===== src/rtl/fir_pkg.sv =====
// Shared definitions for the polyphase interpolating FIR (fir_interp).
// This file holds three things:
//   - the FSM state type,
//   - the fixed prototype coefficient table,
//   - the accumulator sizing function.
package fir_pkg;

  typedef enum logic [1:0] {
    IDLE = 2'd0,
    MAC  = 2'd1,
    OUT  = 2'd2
  } state_e;

  // Symmetric prototype low-pass filter, stored as h[0] .. h[10].
  localparam int H_TAPS = 11;
  localparam int H_COEF [H_TAPS] = '{1, 2, 3, 4, 5, 6, 5, 4, 3, 2, 1};

  // Full-precision accumulator width.
  // One full product is 2*width bits.
  // The clog2(n) guard bits cover the sum of n products.
  function automatic int acc_width(input int width, input int n);
    return 2 * width + $clog2(n);
  endfunction

endpackage


===== src/rtl/fir_mac.sv =====
// Single time-multiplexed multiply-accumulate unit for fir_interp.
// Each enabled cycle adds one full-precision product a_i*b_i.
// clr_i zeroes the accumulator and takes priority over en_i.
module fir_mac #(
  parameter int WIDTH = 32,
  parameter int ACC_W = 69
) (
  input  logic                    clk,
  input  logic                    rst,
  input  logic                    clr_i,
  input  logic                    en_i,
  input  logic signed [WIDTH-1:0] a_i,
  input  logic signed [WIDTH-1:0] b_i,
  output logic signed [ACC_W-1:0] acc_o
);

  logic signed [2*WIDTH-1:0] prod;
  logic signed [ACC_W-1:0]   acc_d;
  logic signed [ACC_W-1:0]   acc_q;

  // Next accumulator value: clear, add one product, or hold.
  always_comb begin
    prod  = a_i * b_i;
    acc_d = acc_q;
    if (clr_i) begin
      acc_d = '0;
    end else if (en_i) begin
      acc_d = acc_q + ACC_W'(prod);
    end
  end

  // Accumulator register (p0 stage).
  always_ff @(posedge clk) begin
    if (rst) begin
      acc_q <= '0;
    end else begin
      acc_q <= acc_d;
    end
  end

  assign acc_o = acc_q;

endmodule


===== src/rtl/fir_interp.sv =====
// Polyphase interpolating FIR.
// Each accepted input sample produces L output samples, one per phase.
// A single shared multiplier (fir_mac) evaluates one tap per cycle.
// Output formatting is selected by the FIR_INTERP_SAT_EN macro:
//   - defined:   the accumulator is saturated to the WIDTH-bit signed range,
//   - undefined: the low WIDTH bits are kept (two's complement wrap).
module fir_interp
  import fir_pkg::*;
#(
  parameter int N     = 11,
  parameter int WIDTH = 32,
  parameter int L     = 2
) (
  input  logic                    clk,
  input  logic                    rst,
  input  logic signed [WIDTH-1:0] x_in,
  input  logic                    x_valid,
  output logic                    x_ready,
  output logic signed [WIDTH-1:0] y_out,
  output logic                    y_valid,
  input  logic                    y_ready
);

  localparam int HLEN  = (N + L - 1) / L;
  localparam int ACC_W = acc_width(WIDTH, N);

  state_e                  state_q;
  logic [3:0]              phase_q;
  logic [7:0]              k_q;
  logic                    x_ready_q;
  logic                    y_valid_q;
  logic signed [WIDTH-1:0] hist_q [HLEN];

  logic                    accept;
  logic                    last_term;
  logic                    next_phase;
  logic                    mac_clr;
  logic                    mac_en;
  logic signed [WIDTH-1:0] coef;
  logic signed [WIDTH-1:0] samp;
  logic signed [ACC_W-1:0] acc;

  // Number of taps belonging to phase p: ceil((N-p)/L).
  function automatic int n_terms(input int p);
    return (N - p + L - 1) / L;
  endfunction

`ifdef FIR_INTERP_SAT_EN
  // Clamp the full-precision sum into the signed WIDTH-bit range.
  function automatic logic signed [WIDTH-1:0] fmt_out(input logic signed [ACC_W-1:0] a);
    logic signed [ACC_W-1:0] maxv;
    logic signed [ACC_W-1:0] minv;
    maxv             = '0;
    maxv[WIDTH-2:0]  = '1;
    minv             = '1;
    minv[WIDTH-2:0]  = '0;
    if (a > maxv) begin
      return {1'b0, {(WIDTH-1){1'b1}}};
    end else if (a < minv) begin
      return {1'b1, {(WIDTH-1){1'b0}}};
    end
    return a[WIDTH-1:0];
  endfunction
`else
  // Keep the low WIDTH bits of the sum (two's complement wrap).
  function automatic logic signed [WIDTH-1:0] fmt_out(input logic signed [ACC_W-1:0] a);
    return a[WIDTH-1:0];
  endfunction
`endif

  assign x_ready    = x_ready_q & ~rst;
  assign y_valid    = y_valid_q & ~rst;
  assign accept     = x_valid & x_ready;
  assign last_term  = (int'(k_q) == n_terms(int'(phase_q)) - 1);
  assign next_phase = (state_q == OUT) && y_ready && (int'(phase_q) < L - 1);
  assign mac_clr    = accept | next_phase;
  assign mac_en     = (state_q == MAC);
  assign y_out      = fmt_out(acc);

  // Operand select.
  // For term k of phase p, the coefficient is h[k*L+p] and the sample is x[n-k].
  always_comb begin
    coef = '0;
    samp = '0;
    for (int i = 0; i < HLEN; i++) begin
      if (int'(k_q) == i) samp = hist_q[i];
    end
    for (int j = 0; j < N; j++) begin
      if (int'(k_q) * L + int'(phase_q) == j) coef = WIDTH'(H_COEF[j]);
    end
  end

  // Sample history; hist_q[0] is the newest sample.
  // It shifts only when an input is accepted.
  always_ff @(posedge clk) begin
    if (rst) begin
      for (int i = 0; i < HLEN; i++) hist_q[i] <= '0;
    end else if (accept) begin
      hist_q[0] <= x_in;
      for (int i = 1; i < HLEN; i++) hist_q[i] <= hist_q[i-1];
    end
  end

  // Control FSM.
  // Flow: IDLE accepts a sample; MAC runs one tap per cycle;
  // OUT holds the result until it is taken.
  always_ff @(posedge clk) begin
    if (rst) begin
      state_q   <= IDLE;
      phase_q   <= '0;
      k_q       <= '0;
      x_ready_q <= 1'b1;
      y_valid_q <= 1'b0;
    end else begin
      case (state_q)
        IDLE: begin
          if (accept) begin
            state_q   <= MAC;
            phase_q   <= '0;
            k_q       <= '0;
            x_ready_q <= 1'b0;
          end
        end
        MAC: begin
          if (last_term) begin
            state_q   <= OUT;
            y_valid_q <= 1'b1;
          end else begin
            k_q <= k_q + 8'd1;
          end
        end
        OUT: begin
          if (y_ready) begin
            y_valid_q <= 1'b0;
            if (int'(phase_q) < L - 1) begin
              phase_q <= phase_q + 4'd1;
              k_q     <= '0;
              state_q <= MAC;
            end else begin
              state_q   <= IDLE;
              x_ready_q <= 1'b1;
            end
          end
        end
        default: begin
          state_q   <= IDLE;
          x_ready_q <= 1'b1;
          y_valid_q <= 1'b0;
        end
      endcase
    end
  end

  fir_mac #(
    .WIDTH(WIDTH),
    .ACC_W(ACC_W)
  ) u_mac (
    .clk  (clk),
    .rst  (rst),
    .clr_i(mac_clr),
    .en_i (mac_en),
    .a_i  (coef),
    .b_i  (samp),
    .acc_o(acc)
  );

endmodule


===== config.mk =====
export PLATFORM = sky130hd
export DESIGN_NAME = fir_interp
export DESIGN_NICKNAME = d
export VERILOG_FILES = /design/src/rtl/fir_pkg.sv /design/src/rtl/fir_mac.sv /design/src/rtl/fir_interp.sv
export SDC_FILE = /design/constraint.sdc
export NUM_CORES = 1
export LEC_CHECK = 0
export ABC_AREA = 1
export BUFFER_PORTS_ARGS = -buffer_cell sky130_fd_sc_hd__buf_4
export CAP_MARGIN = 30
export CORE_ASPECT_RATIO = 0.6
export CORE_UTILIZATION = 47
export DETAILED_ROUTE_END_ITERATION = 12
export PLACE_DENSITY = 0.62
export SETUP_SLACK_MARGIN = 0.5
export SLEW_MARGIN = 25
export SYNTH_ARGS = -nofsm -noshare
export SYNTH_HDL_FRONTEND = slang
export SYNTH_SLANG_ARGS = --single-unit

===== constraint.sdc =====
create_clock -name clk -period 20.1 [get_ports clk]
set_input_delay 1.005 -clock clk [delete_from_list [all_inputs] [get_ports clk]]
set_output_delay 1.005 -clock clk [all_outputs]
set_load 0.02 [all_outputs]

# [After elaboration in Yosys (flattened, before gate mapping)]
# Memories as Yosys holds them, arrays and structs flattened.
# Index checks and enable logic that the tools add are counted.
[totals] ff_bits=84 ram_bits=192 inputBits=36 output_inout_bits=34 word_cells=118 mem_count=1
[op_classes] order_cmp=1 mux=49 n_eq_ne=24 bitwise_logic=14 n_mul=1 n_reduce_logical=13 add_sub_neg=9
[memory_table] name="hist_q" depth=6 width=32 rd=6 rd_clocked_by_memory_dff=0 wr=6 line="fir_interp.sv:32" rtl="logic signed [WIDTH-1:0] hist_q [HLEN];"
[op_table] operator="32-bit 2-to-1 mux" n=22
[op_table] operator="32-bit by 4-bit == test with 1-bit output (second input constant)" n=4
[op_table] operator="68-bit by 64-bit adder with 68-bit output" n=1
[op_table] operator="32-bit by 3-bit == test with 1-bit output (second input constant)" n=2
[op_table] operator="32-bit by 5-bit == test with 1-bit output (second input constant)" n=2
[op_table] operator="32-bit by 32-bit multiplier with 64-bit output" n=1
[op_table] operator="32-bit by 1-bit adder with 32-bit output" n=1
[op_table] operator="32-bit by 2-bit == test with 1-bit output (second input constant)" n=1
[op_table] operator="9-bit by 32-bit == test with 1-bit output" n=1
[op_table] operator="32-bit logical NOT" n=1
[op_table] operator="8-bit 2-to-1 mux" n=4
[op_table] operator="32-bit by 2-bit subtractor with 32-bit output (second input constant)" n=1
[op_table] operator="8-bit case mux with 3 select lines" n=1
[op_table] operator="8-bit by 3-bit == test with 1-bit output (second input constant)" n=2
[op_table] operator="8-bit by 4-bit == test with 1-bit output (second input constant)" n=2
[op_table] operator="1-bit 2-to-1 mux" n=12
[op_table] operator="4-bit 2-to-1 mux" n=3
[op_table] operator="9-bit by 4-bit adder with 10-bit output" n=1
[op_table] operator="10-bit by 4-bit == test with 1-bit output (second input constant)" n=1
[op_table] operator="2-bit != test (second input constant)" n=5
[op_table] operator="8-bit by 1-bit adder with 8-bit output (second input constant)" n=1
[op_table] operator="8-bit by 2-bit == test with 1-bit output (second input constant)" n=1
[op_table] operator="8-bit logical NOT" n=1
[op_table] operator="4-bit case mux with 2 select lines" n=1
[op_table] operator="other kinds (22)" n=39

# [Longest topological paths before layout]
[depth] ltp_word=15 mapped_depth=41

# [Cells and area by module]
# From an unflattened synthesis, not the netlist that was laid out.
[hier_totals] cells_unflattened=7206 hier_area_um2=57472.6
[modules_own_cells] module="fir_mac" area_each_um2=46667.3 n_inst=1 cells_each=5976 seq_area_each_um2=1361.3
[modules_own_cells] module="fir_interp" area_each_um2=10805.4 n_inst=1 cells_each=1230 seq_area_each_um2=6085.8

# [Worst setup path after synthesis]
# No wires, ideal clock.
[synth_path] kind="input to register" startpoint="input rst" endpoint="register u_mac.acc_q[27], in the netlist u_mac.acc_o[27]" arrival_time_ns=7.068 setup_slack_ns=12.916 t_required_ns=19.985 n_path_buf=1 setup_time_ns=0.115 path_stages=9 cell_sequence="nor2_1 > nand2_1 > nand2_1 > nor2_1 > clkinv_1 > clkbuf_1 > a21oi_1 > o21ai_0 > inv_1"
[synth_between] elab_chain_cells=5
[synth_lines] item="from (decl)" line="fir_interp.sv:15" rtl="input logic rst,"
[synth_lines] item="1-bit inverter" line="fir_interp.sv:71" rtl="assign x_ready = x_ready_q & ~rst;"
[synth_lines] item="1-bit bitwise AND" line="fir_interp.sv:71"
[synth_lines] item="1-bit bitwise AND" line="fir_interp.sv:73" rtl="assign accept = x_valid & x_ready;"
[synth_lines] item="1-bit OR" line="fir_interp.sv:76" rtl="assign mac_clr = accept | next_phase;"
[synth_lines] item="2-bit OR reduction (no source line) (*)"
[synth_lines] item="to (signal assigned)" line="fir_mac.sv:35" rtl="acc_q <= '0;"
[synth_lines] item="to (signal assigned)" line="fir_mac.sv:37" rtl="acc_q <= acc_d;"
[synth_lines] item="to (decl)" line="fir_mac.sv:19" rtl="logic signed [ACC_W-1:0] acc_q;"
# Mark *: on every way between the ends. The rest lies on a longest branch, timed or not.
# A chain may end at the register's enable or synchronous reset.

# [Final worst setup path]
[layout_path] startpoint="register k_q[0]" endpoint="register u_mac.acc_q[24], in the netlist u_mac.acc_o[24]"
[layout_between] elab_chain_cells=15 elab_cells_between_ends=37 classes_between="2 x add/sub; 1 x mul; 15 x eq/ne; 17 x mux; 2 x reduce/logical"
[layout_lines] item="from (decl)" line="fir_interp.sv:29" rtl="logic [7:0] k_q;"
[layout_lines] item="from (signal assigned)" line="fir_interp.sv:129" rtl="k_q <= k_q + 8'd1;"
[layout_lines] item="9-bit by 4-bit adder with 10-bit output" line="fir_interp.sv:89" rtl="if (int'(k_q) * L + int'(phase_q) == j) coef = WIDTH'(H_COEF[j]);"
[layout_lines] item="32-bit logical NOT" line="fir_interp.sv:89"
[layout_lines] item="1-bit 2-to-1 mux" line="fir_interp.sv:89"
[layout_lines] item="32-bit 2-to-1 mux (10 in series)" line="fir_interp.sv:89"
[layout_lines] item="32-bit by 32-bit multiplier with 64-bit output (*)" line="fir_mac.sv:23" rtl="prod = a_i * b_i;"
[layout_lines] item="68-bit by 64-bit adder with 68-bit output (*)" line="fir_mac.sv:28" rtl="acc_d = acc_q + ACC_W'(prod);"
# Marked as above.

==> out/metrics.yaml <==
power_and_ir_drop:
  total_power_mw: 1.815
  power.static_leakage_nw: 9.792
  peakVddDrop_uv: 52.23
  power_density_nw_per_um2: 93.38
synth:
  avgSynthCellArea_um2: 8.470
  synth_cell_area_um2: 17550
  synth.ff_latch_count: 240
  synth_mux_area_share_pct: 0
  synth_warnings: 0
  synth_nets: 2377
  post_synth_fa_ha_maj_area_fraction_pct: 21.66
  synth_simple_gate_area_share_pct: 16.95
  number_of_distinct_library_cells_after_synthesis: 53
  synth_xor_xnor_area_share_pct: 1.975
  largest_family_of_logic_cells_by_synthesized_area: "adder cells"
  post_synthesis_compound_gate_area_fraction_pct: 9.140
  synth_sequential_area_ratio_pct: 38.33
  syn-instance-count: 2072
worst_setup_path:
  setup.worst_path.end_class: "flip-flop"
  timing.critical_path.slowest_cell_delay_ps: 550
  cp_num_buf_inv: 5
  delay_heaviest_family_cp: "adder cells"
  cp_common_cell: "sky130_fd_sc_hd__ha_1"
  reg2reg_from: "k_q[0]"
  crit_arrival_ps: 8460
  r2r_slack_ps: 12070
  critical_path_class: "reg2reg"
  critical_path.startpoint_type: "flip-flop"
  timing.critical_path.slowest_stage_cell: "sky130_fd_sc_hd__fa_1"
  worstRegToRegCells: 35
  crit_start: "k_q[0]"
  cp_data_required_time_ps: 20540
  cp_max_fo: 18
  r2r-end: "u_mac.acc_o[24]"
timing:
  grt_setup_unrepaired: "false"
  worst-slew-pin-transition_ps: 967.2
  setup_viol_count_final: 0
  slew_viol_final: 0
  finalSetupTns_ps: 0
  fmax_ghz: 0.1246
  post-route-worst-setup-slack_ps: 12070
  fin_crit_sh_pct: 39.93
  final.setup_skew_ps: 17.45
  finalHoldViolations: 0
  maxSlewHeadroom_pct: 35.28
  hold_ws_ps: 480.7
  timing.final.crit_period_ps: 8025
clocking:
  ctsRootBufferMaster: "sky130_fd_sc_hd__clkbuf_16"
  cts-resized-gates: 0
  tritoncts_num_sinks: 240
  cts_tree: "done"
  cts_inserted_buffers: 25
  cts.reportedPaths.clkPinSlew_ps: 70
  clock_tree.htree_level_count: 1
  clockBufferDepth: 3
  cts.repair_timing.setup_buffer_count: 0
  worst_skew_pair.late_latency_ps: 560
  holdBufCountCts: 0
grt:
  grt_use_total_pct: 21.32
  wire_length_of_the_first_global_routing_pass_um: 65020
  globalRoute.totalOverflow: 0
  via_count_of_the_first_global_routing_pass: 12370
  grt_antenna_before_repair: 2
  grt_max_degree: 95
drt:
  routed_wl_um: 40400
  drtIter0Drc: 935
  route.antenna.remaining_nets: 0
  avgRoutedWirePerCell_um: 15.31
  remaining_drc_errors: 0
  vias_per_cell: 5.104
  met1_routed_wirelength_after_detailed_routing_um: 20230
  detailedRoute.firstPassIterationCount: 5
  met3_wirelength_um: 2365
  met2WireLength_um: 16920
  uppermost_layer_routed: "met5"
  vias: 13470
finish:
  insertedDiodeCount: 0
  utilization_pct: 53.16
  final_nets: 2426
  mostFrequentLayoutCells: "sky130_fd_sc_hd__inv_1 (472), sky130_fd_sc_hd__nor2_1 (305), sky130_fd_sc_hd__nand2_1 (248), sky130_fd_sc_hd__ha_1 (211), sky130_fd_sc_hd__edfxtp_1 (192)"
  final-instance-count-excl-fill: 2639
  layout.cells.most_common: "sky130_fd_sc_hd__inv_1"
  final_layout_size_suffix_gt1_share_pct: 8.244
  finalInstanceArea_um2: 19430
  synthToLayoutAreaGrowth_pct: 10.72
min_path:
  hold_class: "reg2reg"
  hold-path-cell-count: 2
  hold_end: "u_mac.acc_o[6]"
  hold_start: "u_mac.acc_o[6]"
placed_design:
  placed_cell_area_um2: 18570
  buffer_ports.inserted: 69
  post-dp-hpwl_um: 30070
  pre_cts_slack_ps: 12150
  dp_cells: 2595
  finalWeightedCongestion: 0.9363
die:
  die_width_um: 251.5
  rows: 54
  dieHeight_um: 151.7
  boundaryPins: 70
  placeableCoreArea_um2: 36550
  initial_core_util_pct: 48.01
  die_area_um2: 38140
job:
  timing.max_cap.violations: 0
status:
  run_status: "finished clean"
## worst max path at each step
stage	end	slack, ps	depth (start not counted)
2_1_floorplan	u_mac.acc_o[27]	12920	9
3_3_place_gp	u_mac.acc_o[29]	12320	38
3_5_place_dp	u_mac.acc_o[24]	12150	35
4_1_cts	u_mac.acc_o[24]	12110	35
5_1_grt	u_mac.acc_o[24]	11500	35
6_report	u_mac.acc_o[24]	12070	35
## kinds of logic (layout without fill, tap and decap cells)
| family | after synthesis | after routing |
|---|---|---|
| XOR/XNOR | 38 | 38 |
| adder cells (fa/ha/maj) | 269 | 269 |
| buffers and inverters | 550 | 613 |
| flip-flops | 240 | 240 |
| AND/OR/NAND/NOR | 698 | 698 |
| AO/OA/AOI/OAI | 277 | 277 |
## layer usage
| metal | up-vias | track usage [%] |
|---|---|---|
| met5 | - | 0 |
| met4 | 4 | 5.000 |
| met3 | 54 | 3.536 |
| met2 | 343 | 31.85 |
| met1 | 6341 | 32.00 |
| li1 | 6727 | - |
## cell usage after synthesis, drive strengths merged
cell	n	area (um^2)
o221ai	5	43.79
xnor2	13	113.9
nand2	255	974.7
nor3b	2	15.01
inv	484	1817
o21bai	2	15.01
a221oi	4	35.03
a21boi	1	7.510
a32oi	1	8.760
o311ai	1	8.760
fa	58	1161
or2	15	93.84
buf	17	96.34
a21oi	79	395.4
clkinv	2	7.510
a31o	1	8.760
a211oi	7	52.55
a21o	5	37.54
nand4	9	56.30
nor4	4	25.02
xor2	24	210.2
clkbuf	47	177.7
o22ai	18	112.6
xnor3	1	22.52
o31ai	2	15.01
nand3	68	387.9
nor2	316	1250
edfxtp	192	5766
dfxtp	48	960.9
o211ai	17	127.6
o2111ai	15	131.4
a31oi	7	43.79
nand3b	2	15.01
nor3	27	156.4
ha	211	2640
o21ai	112	560.5
## tightest hold or removal path, cell delays in order, from the launching register on
cell                      delay (ps)
sky130_fd_sc_hd__dfxtp_1         320
sky130_fd_sc_hd__nand2_1          60
sky130_fd_sc_hd__a21oi_1          50
## where the power goes
part / total [mW] / switching [mW] / internal [mW]
sequential: 0.602 / 0.0213 / 0.581
clock: 0.466 / 0.212 / 0.254
combinational: 0.747 / 0.473 / 0.273
## registers in the layout, summed over array words and instances (netlist names)
signal       flops
k_q              8
hist_q         192
y_valid_q        1
phase_q          4
x_ready_q        1
state_q          2
u_mac.acc_o     32
## cell type report
cell class	count	area [um^2]
fill	3477	17120
multi-input combinational	1282	8743
sequential	240	6726
inverter	486	1824
timing repair buffer	86	725.7
tap	504	630.6
clock buffer	25	625.6
clock inverter	16	156.4
Power figures use the tool's default switching activity.
